`config.mk`:
```
export PLATFORM = sky130hd
export DESIGN_NAME = hazard_ctrl
export DESIGN_NICKNAME = d
export VERILOG_FILES = /design/src/rtl/hazard_ctrl.sv
export SDC_FILE = /design/constraint.sdc
export NUM_CORES = 1
export LEC_CHECK = 0
export ABC_AREA = 1
export CAP_MARGIN = 10
export CORE_ASPECT_RATIO = 2
export CORE_MARGIN = 1.5
export CORE_UTILIZATION = 45
export DETAILED_ROUTE_END_ITERATION = 6
export GPL_TIMING_DRIVEN = 0
export PLACE_DENSITY = 0.78
export SYNTH_ARGS = -nofsm -noshare
export SYNTH_HDL_FRONTEND = slang
export SYNTH_SLANG_ARGS = --single-unit
export TNS_END_PERCENT = 100
```
`constraint.sdc`:
```
create_clock -name clk -period 1.6 [get_ports clk]
set_input_delay 0.32 -clock clk [delete_from_list [all_inputs] [get_ports clk]]
set_output_delay 0.32 -clock clk [all_outputs]
set_load 0.05 [all_outputs]
```
`src/rtl/hazard_ctrl.sv`:
```
// Pipeline hazard controller: tracks E/M destination tags and result timing,
// raises stall on RAW and HI/LO hazards, and owns the mult/div busy counter.
module hazard_ctrl #(
  parameter int unsigned MULT_CYC = 5,
  parameter int unsigned DIV_CYC  = 10
) (
  input  logic       clk,
  input  logic       reset,
  input  logic       flush,
  input  logic       d_j,
  input  logic       d_r,
  input  logic       d_i,
  input  logic       d_ld,
  input  logic       d_st,
  input  logic       d_jal,
  input  logic       d_mfc0,
  input  logic       d_mtc0,
  input  logic       d_md_start,
  input  logic       d_md_div,
  input  logic       d_md_use,
  input  logic [4:0] d_rs,
  input  logic [4:0] d_rt,
  input  logic [4:0] d_rd,
  output logic       stall,
  output logic [4:0] e_dst,
  output logic [4:0] m_dst,
  output logic [1:0] e_tnew,
  output logic [1:0] m_tnew,
  output logic       md_busy
);

  localparam int unsigned REG_W   = 5;
  localparam int unsigned TIME_W  = 2;
  localparam int unsigned MAX_CYC = (DIV_CYC > MULT_CYC) ? DIV_CYC : MULT_CYC;
  localparam int unsigned CNT_W   = ($clog2(MAX_CYC + 1) > 4) ? $clog2(MAX_CYC + 1) : 4;

  logic [REG_W-1:0]  e_dst_q, e_dst_d, m_dst_q, m_dst_d;
  logic [TIME_W-1:0] e_tnew_q, e_tnew_d, m_tnew_q, m_tnew_d;
  logic              e_md_q, e_md_d;
  logic [CNT_W-1:0]  cnt_q, cnt_d;
  logic              md_busy_q, md_busy_d;

  logic [REG_W-1:0]  d_dst;
  logic [TIME_W-1:0] d_tnew;
  logic              rs_use, rt_use;
  logic [TIME_W-1:0] rs_tuse, rt_tuse;
  logic              raw_hz, md_hz;

  // A source hazards when it is produced in E or M later than D needs it.
  function automatic logic src_hit(input logic [REG_W-1:0] src, input logic used,
                                   input logic [TIME_W-1:0] tuse,
                                   input logic [REG_W-1:0] ed, input logic [TIME_W-1:0] et,
                                   input logic [REG_W-1:0] md, input logic [TIME_W-1:0] mt);
    src_hit = used && (src != '0) &&
              (((src == ed) && (tuse < et)) || ((src == md) && (tuse < mt)));
  endfunction

  always_comb begin
    d_dst   = '0;
    d_tnew  = '0;
    rs_use  = d_j | d_r | d_i | d_ld | d_st;
    rt_use  = d_j | d_r | d_st | d_mtc0;
    rs_tuse = d_j ? TIME_W'(0) : TIME_W'(1);
    rt_tuse = TIME_W'(2);
    if (d_j)      rt_tuse = TIME_W'(0);
    else if (d_r) rt_tuse = TIME_W'(1);

    if (d_r)                        d_dst = d_rd;
    else if (d_i || d_ld || d_mfc0) d_dst = d_rt;
    else if (d_jal)                 d_dst = d_rd;

    if (d_ld || d_mfc0)  d_tnew = TIME_W'(2);
    else if (d_r || d_i) d_tnew = TIME_W'(1);

    raw_hz = src_hit(d_rs, rs_use, rs_tuse, e_dst_q, e_tnew_q, m_dst_q, m_tnew_q) ||
             src_hit(d_rt, rt_use, rt_tuse, e_dst_q, e_tnew_q, m_dst_q, m_tnew_q);
    md_hz  = d_md_use && (md_busy_q || e_md_q);
    stall  = raw_hz || md_hz;
  end

  // Next-state for the E/M tag records and the mult/div counter.
  always_comb begin
    e_dst_d   = '0;
    e_tnew_d  = '0;
    e_md_d    = 1'b0;
    m_dst_d   = '0;
    m_tnew_d  = '0;
    cnt_d     = cnt_q;

    if (!reset && !flush && !stall) begin
      e_dst_d  = d_dst;
      e_tnew_d = d_tnew;
      e_md_d   = d_md_start;
    end

    if (!reset && !flush) begin
      m_dst_d  = e_dst_q;
      m_tnew_d = (e_tnew_q != '0) ? e_tnew_q - TIME_W'(1) : '0;
    end

    if (reset) begin
      cnt_d = '0;
    end else if (flush && e_md_q) begin
      cnt_d = '0;
    end else if (d_md_start && !stall && !flush) begin
      cnt_d = d_md_div ? CNT_W'(DIV_CYC) : CNT_W'(MULT_CYC);
    end else if (cnt_q != '0) begin
      cnt_d = cnt_q - CNT_W'(1);
    end

    md_busy_d = (cnt_d != '0);
  end

  always_ff @(posedge clk) begin
    if (reset) begin
      e_dst_q   <= '0;
      e_tnew_q  <= '0;
      e_md_q    <= 1'b0;
      m_dst_q   <= '0;
      m_tnew_q  <= '0;
      cnt_q     <= '0;
      md_busy_q <= 1'b0;
    end else begin
      e_dst_q   <= e_dst_d;
      e_tnew_q  <= e_tnew_d;
      e_md_q    <= e_md_d;
      m_dst_q   <= m_dst_d;
      m_tnew_q  <= m_tnew_d;
      cnt_q     <= cnt_d;
      md_busy_q <= md_busy_d;
    end
  end

  assign e_dst   = e_dst_q;
  assign e_tnew  = e_tnew_q;
  assign m_dst   = m_dst_q;
  assign m_tnew  = m_tnew_q;
  assign md_busy = md_busy_q;

endmodule

```
-- Word-level counts from Yosys, hierarchy flattened
Index checks and enable logic that the tools add are counted.
- add/sub/neg operators: 2
- magnitude comparators: 4
- equality and inequality tests: 4
- multiplexer cells: 13
- bitwise operators: 9
- reduce and logical (&&, ||, !) cells: 35
- operators by type and width (cell ; count):
    $eq 5x5->1 ; 4
    $mux 4 ; 5
    $mux 5 ; 3
    $logic_and 1x1->1 ; 14
    $reduce_bool 5->1 ; 2
    $logic_or 1x1->1 ; 9
    $reduce_bool 4->1 ; 2
    $mux 2 ; 3
    $or 1x1->1 ; 6
    $reduce_or 3->1 ; 2
    $lt 1x2->1 ; 2
    $lt 2x2->1 ; 2
    $reduce_or 2->1 ; 2
    $sub 4x1->4 const B ; 1
    $logic_not 1->1 ; 3
    $not 1->1 ; 3
    $mux 1 ; 2
    $reduce_bool 2->1 ; 1
    $sub 2x1->2 const B ; 1
- flip-flop bits (word level): 20
- bits of input ports: 29
- output and inout bits: 16
- logic and storage cells: 75

-- Logic depth before layout (Yosys ltp)
- depth in word-level cells: 15
- mapped depth: 13
- mapped depth without buffers: 12

-- Worst setup path before layout
OpenSTA, ideal clock, no wires.
- path type: reg2reg
- start point: reg m_dst_q[0], in the netlist m_dst[0]
- end point: reg e_tnew_q[0], in the netlist e_tnew[0]
- library setup time: 0.062 ns
- data arrival time: 2.057 ns
- required time: 1.538 ns
- setup slack: -0.519 ns
- stages on the path, launching flop included: 10
- buffers on the path: 1
- cell sequence: dfxtp_1 xor2_1 nor2_1 nand3_1 nand2_1 nand2_2 nand3_1 or2_1 buf_6 nor2_2
- word-level cells in the longest chain between the ends: 10
- elaborated cells on any way between the ends: 14
- ends and longest elaborated chain (element ; line ; RTL):
    start, declared ; 37 ; logic [REG_W-1:0] e_dst_q, e_dst_d, m_dst_q, m_dst_d;
    start signal, assigned ; 127 ; m_dst_q <= m_dst_d;
    $eq 5x5->1 ; 55 ; (((src == ed) && (tuse < et)) || ((src == md) && (tuse < mt)));
    $logic_and 1x1->1 ; 55 ;
    $logic_or 1x1->1 ; 55 ;
    $logic_and 1x1->1 ; 54 ; src_hit = used && (src != '0) &&
    $logic_or 1x1->1 * ; 75 ; raw_hz = src_hit(d_rs, rs_use, rs_tuse, e_dst_q, e_tnew_q, m_dst_q, m_tnew_q) ||
    $logic_or 1x1->1 * ; 78 ; stall = raw_hz || md_hz;
    named net stall ; 24 ; output logic stall,
    $logic_not 1->1 * ; 90 ; if (!reset && !flush && !stall) begin
    $logic_and 1x1->1 * ; 90 ;
    $not 1->1 (no source line) * ; - ;
    $reduce_or 3->1 (no source line) * ; - ;
    end signal, assigned ; 125 ; e_tnew_q <= e_tnew_d;
    end, declared ; 38 ; logic [TIME_W-1:0] e_tnew_q, e_tnew_d, m_tnew_q, m_tnew_d;
The timed path passes the listed nets; every way through them passes the cells marked *.
A chain may end at the register's enable or synchronous reset.

-- Worst setup path after layout
- start point: reg m_dst_q[4], in the netlist m_dst[4]
- end point: out stall
- word-level cells in the longest chain between the ends: 6
- elaborated cells on any way between the ends: 10
- ends and longest elaborated chain (element ; line):
    $eq 5x5->1 ; 55
    $logic_and 1x1->1 ; 55
    $logic_or 1x1->1 ; 55
    $logic_and 1x1->1 ; 54
    $logic_or 1x1->1 * ; 75
    $logic_or 1x1->1 * ; 78
    end, declared ; 24
Mark *: on every way between the ends. The rest lies on a longest branch, timed or not.

==> flow_summary.toml <==
[global_route]
grt_pass1_wl_um = 5310
antenna_found_initial = 0
grt_max_degree = 13
grt_overflow = 0
grt_pass1_vias = 1357
grt.total_usage = 0.231

[final_layout]
fillers = 277
diodes = 0
layout.cells.most_common_list = "nand2_1 (60), inv_1 (27), dlygate4sd2_1 (25)"
drive_gt1_frac = 0.242
fin_nets = 292
final_util = 0.692
area_delta_synth_final_pct = 45.8
final_common_cell = "nand2_1"

[detailed_routing]
dr_wl_met3_um = 100
drcViolationCount = 0
routed_wl_um = 3500
drt-met1-wl_um = 1280
dr_wl_met2_um = 2070
ant_nets = 0
wl_per_cell_um = 12.1
first_pass_iters = 4
first_iter_violations = 22
viasPerCell = 4.88
vias = 1411
topRoutingLayerUsed = "met4"

[sta]
hold_viol = 0
period_minus_slack_ns = 1.74
setup_viol = 4
post-route-period-util = 1.09
rsz0062_at_grt = "yes"
slew_viol_final = 0
slew_headroom = 0.674
layout_setup_ws_ns = -0.142
skew_ns = 0.00394
max_freq_mhz = 574
worst_pin_slew_ns = 0.491

[critical_path]
cp_slowest_cell = "dfxtp_2"
cp.depth = 9
max_stage_delay_ns = 0.37
crit_path_max_fanout = 4
crit_end = "stall"
worstRegToRegCells = 11
ff2ff_setup_slack_ns = -0.04
end_kind = "output port"
start_kind = "flip-flop"
worstSetupPathType = "reg2out"
worstReg2RegEnd = "md_busy"
cp_top_family = "simple AND/OR/NAND/NOR gates"
required_ns = 1.28
path_buf_inv = 2
cp_data_arrival_time_ns = 1.42
crit_top_cell = "nand2_2"
r2r_start = "e_dst[0]"
crit_start = "m_dst[4]"
cp_cell_sequence = "inv_2 -> nand2_2 -> nand2_2 -> nor2_4 -> nand3_1 -> nand2_1 -> nand2_2 -> nand3_4 -> buf_8"

[logic_synthesis]
synth-seq-cells = 20
yosys.area.top_type_share = 0.305
synth_cell_type_count = 24
netlist_area_sq_um = 1310
ys.warnings.count = 0
synthTopCellsByArea = "dfxtp_1 (30%), nand2_1 (19%), inv_1 (8.9%), nor2_1 (7.1%), nand3_1 (3.4%)"
avgSynthCellArea_sq_um = 6.29
syn_nets = 240
synthCells = 209
yosysSeqAreaShare = 0.305
synth_area_leader_cell = "dfxtp_1"

[status]
status = "finished, violations left"
violations = "setup timing"

[pwr]
power.switching_uw = 714
p_int_uw = 1150
p_leak_uw = 0.000955
seq_power_share = 0.334
finalPower_uw = 1860
power.density_nw_per_um2 = 973
ir_drop_mv = 0.974
swShare = 0.383
power.share.clock = 0.241
p_comb_frac = 0.425

[die]
die_y_um = 79.4
fp.dieArea_sq_um = 3270
coreArea_sq_um = 2770
die_w_um = 41.2
initial_core_util = 0.474
floorplan.io_pins = 45
rows = 27

[clocking]
cts_tree = "yes"
root_buffer = "clkbuf_8"
clock_latency_ns = 0.26
path_clk_slew_ns = 0.08
h-tree-depth = 1
cts_sinks = 20
clock_path_buffers = 2
numCtsBuffers = 3

[worst_hold_path]
hp-class = "in2reg"

[placement]
dp.final_hpwl_um = 2840
globalplace.congestion = 0.729
port_buffers = 44

[run]
drv_cap = 0
## power groups by stage
| stage | sequential, uW | combinational (uW) | clock, uW |
|---|---|---|---|
| 2_1_floorplan | 724 | 462 | 0 |
| 3_3_place_gp | 635 | 792 | 0 |
| 3_5_place_dp | 635 | 800 | 0 |
| 4_1_cts | 623 | 793 | 457 |
| 5_1_grt | 628 | 877 | 473 |
| 6_report | 622 | 792 | 449 |
## layer usage
layer / vias to the layer above / GRT usage
li1: 747 / -
met5: - / 0
met3: 5 / 0.0195
met1: 631 / 0.205
met4: 0 / 0.0774
met2: 28 / 0.464
## worst min-delay path by stage
| stage | from | end | slack, ns | cells past startpoint |
|---|---|---|---|---|
| 4_1_cts | d_ld | e_tnew[1] | 0.47 | 3 |
| 3_3_place_gp | e_tnew[0] | m_tnew[0] | 0.46 | 1 |
| 2_1_floorplan | reset | e_md_q | 0.39 | 1 |
| 3_5_place_dp | e_tnew[0] | m_tnew[0] | 0.48 | 1 |
| 6_report | d_ld | e_tnew[1] | 0.47 | 3 |
| 5_1_grt | e_tnew[0] | m_tnew[0] | 0.48 | 1 |
## tightest hold or removal path, cell delays in order
cell,delay (ns)
dlygate4sd2_1,0.21
nor2_1,0.08
nor2_2,0.10
## registers in the layout, summed over array words and instances, names as in the netlist
| name | count |
|---|---|
| md_busy | 1 |
| e_tnew | 2 |
| e_dst | 5 |
| m_tnew | 2 |
| e_md_q | 1 |
| m_dst | 5 |
| cnt_q | 4 |
## synthesized netlist by cell type
cell,instances
ha_1,2
nor2_2,7
o21ai_1,3
nand4_2,1
or2_2,1
nand4_1,1
nor2_4,2
a21oi_2,2
nand2_1,65
buf_12,1
nand3_1,9
or2_1,2
xor2_1,5
dfxtp_1,20
a21oi_1,4
nor3_1,5
o2111ai_1,1
nand2_2,2
a32oi_1,5
inv_2,7
buf_6,2
nor2_1,25
o21ai_0,6
inv_1,31
## cells by family after synthesis
logic type	synth area share
flip-flops	0.305
XOR/XNOR	0.0333
buffers and inverters	0.141
AND/OR/NAND/NOR	0.399
adder cells (fa/ha/maj)	0.0190
AO/OA/AOI/OAI	0.103
## area by class of cell
cell class	instances	area [sq um]	area share
Tap cell	29	36.3	0.0189
Clock buffer	4	66.3	0.0346
Buffer	3	42.5	0.0222
Multi-Input combinational cell	148	771	0.402
Sequential cell	20	430	0.225
Inverter	38	143	0.0745
Timing Repair Buffer	47	427	0.223
## metrics by stage
step	hold WS, ns	area, sq um	std cells	setup WS (ns)	setup TNS, ns
2_1_floorplan	0.392	1350	209	0.0101	0
3_3_place_gp	0.460	1830	282	-1.09	-6.68
3_5_place_dp	0.477	1830	282	-1.10	-6.76
4_1_cts	0.470	1890	288	-0.164	-0.164
5_1_grt	0.483	1920	289	-0.243	-1.05
6_report	0.470	1920	289	-0.142	-0.226
## what timing repair did
item,CTS,global route
hold buffers,0,0
endpoints found under the setup margin,29,13
resized for setup,43,16
buffers inserted,2,1
pin swaps,3,12
endpoints found under the hold margin,0,0
(Power assumes the default switching activity.)
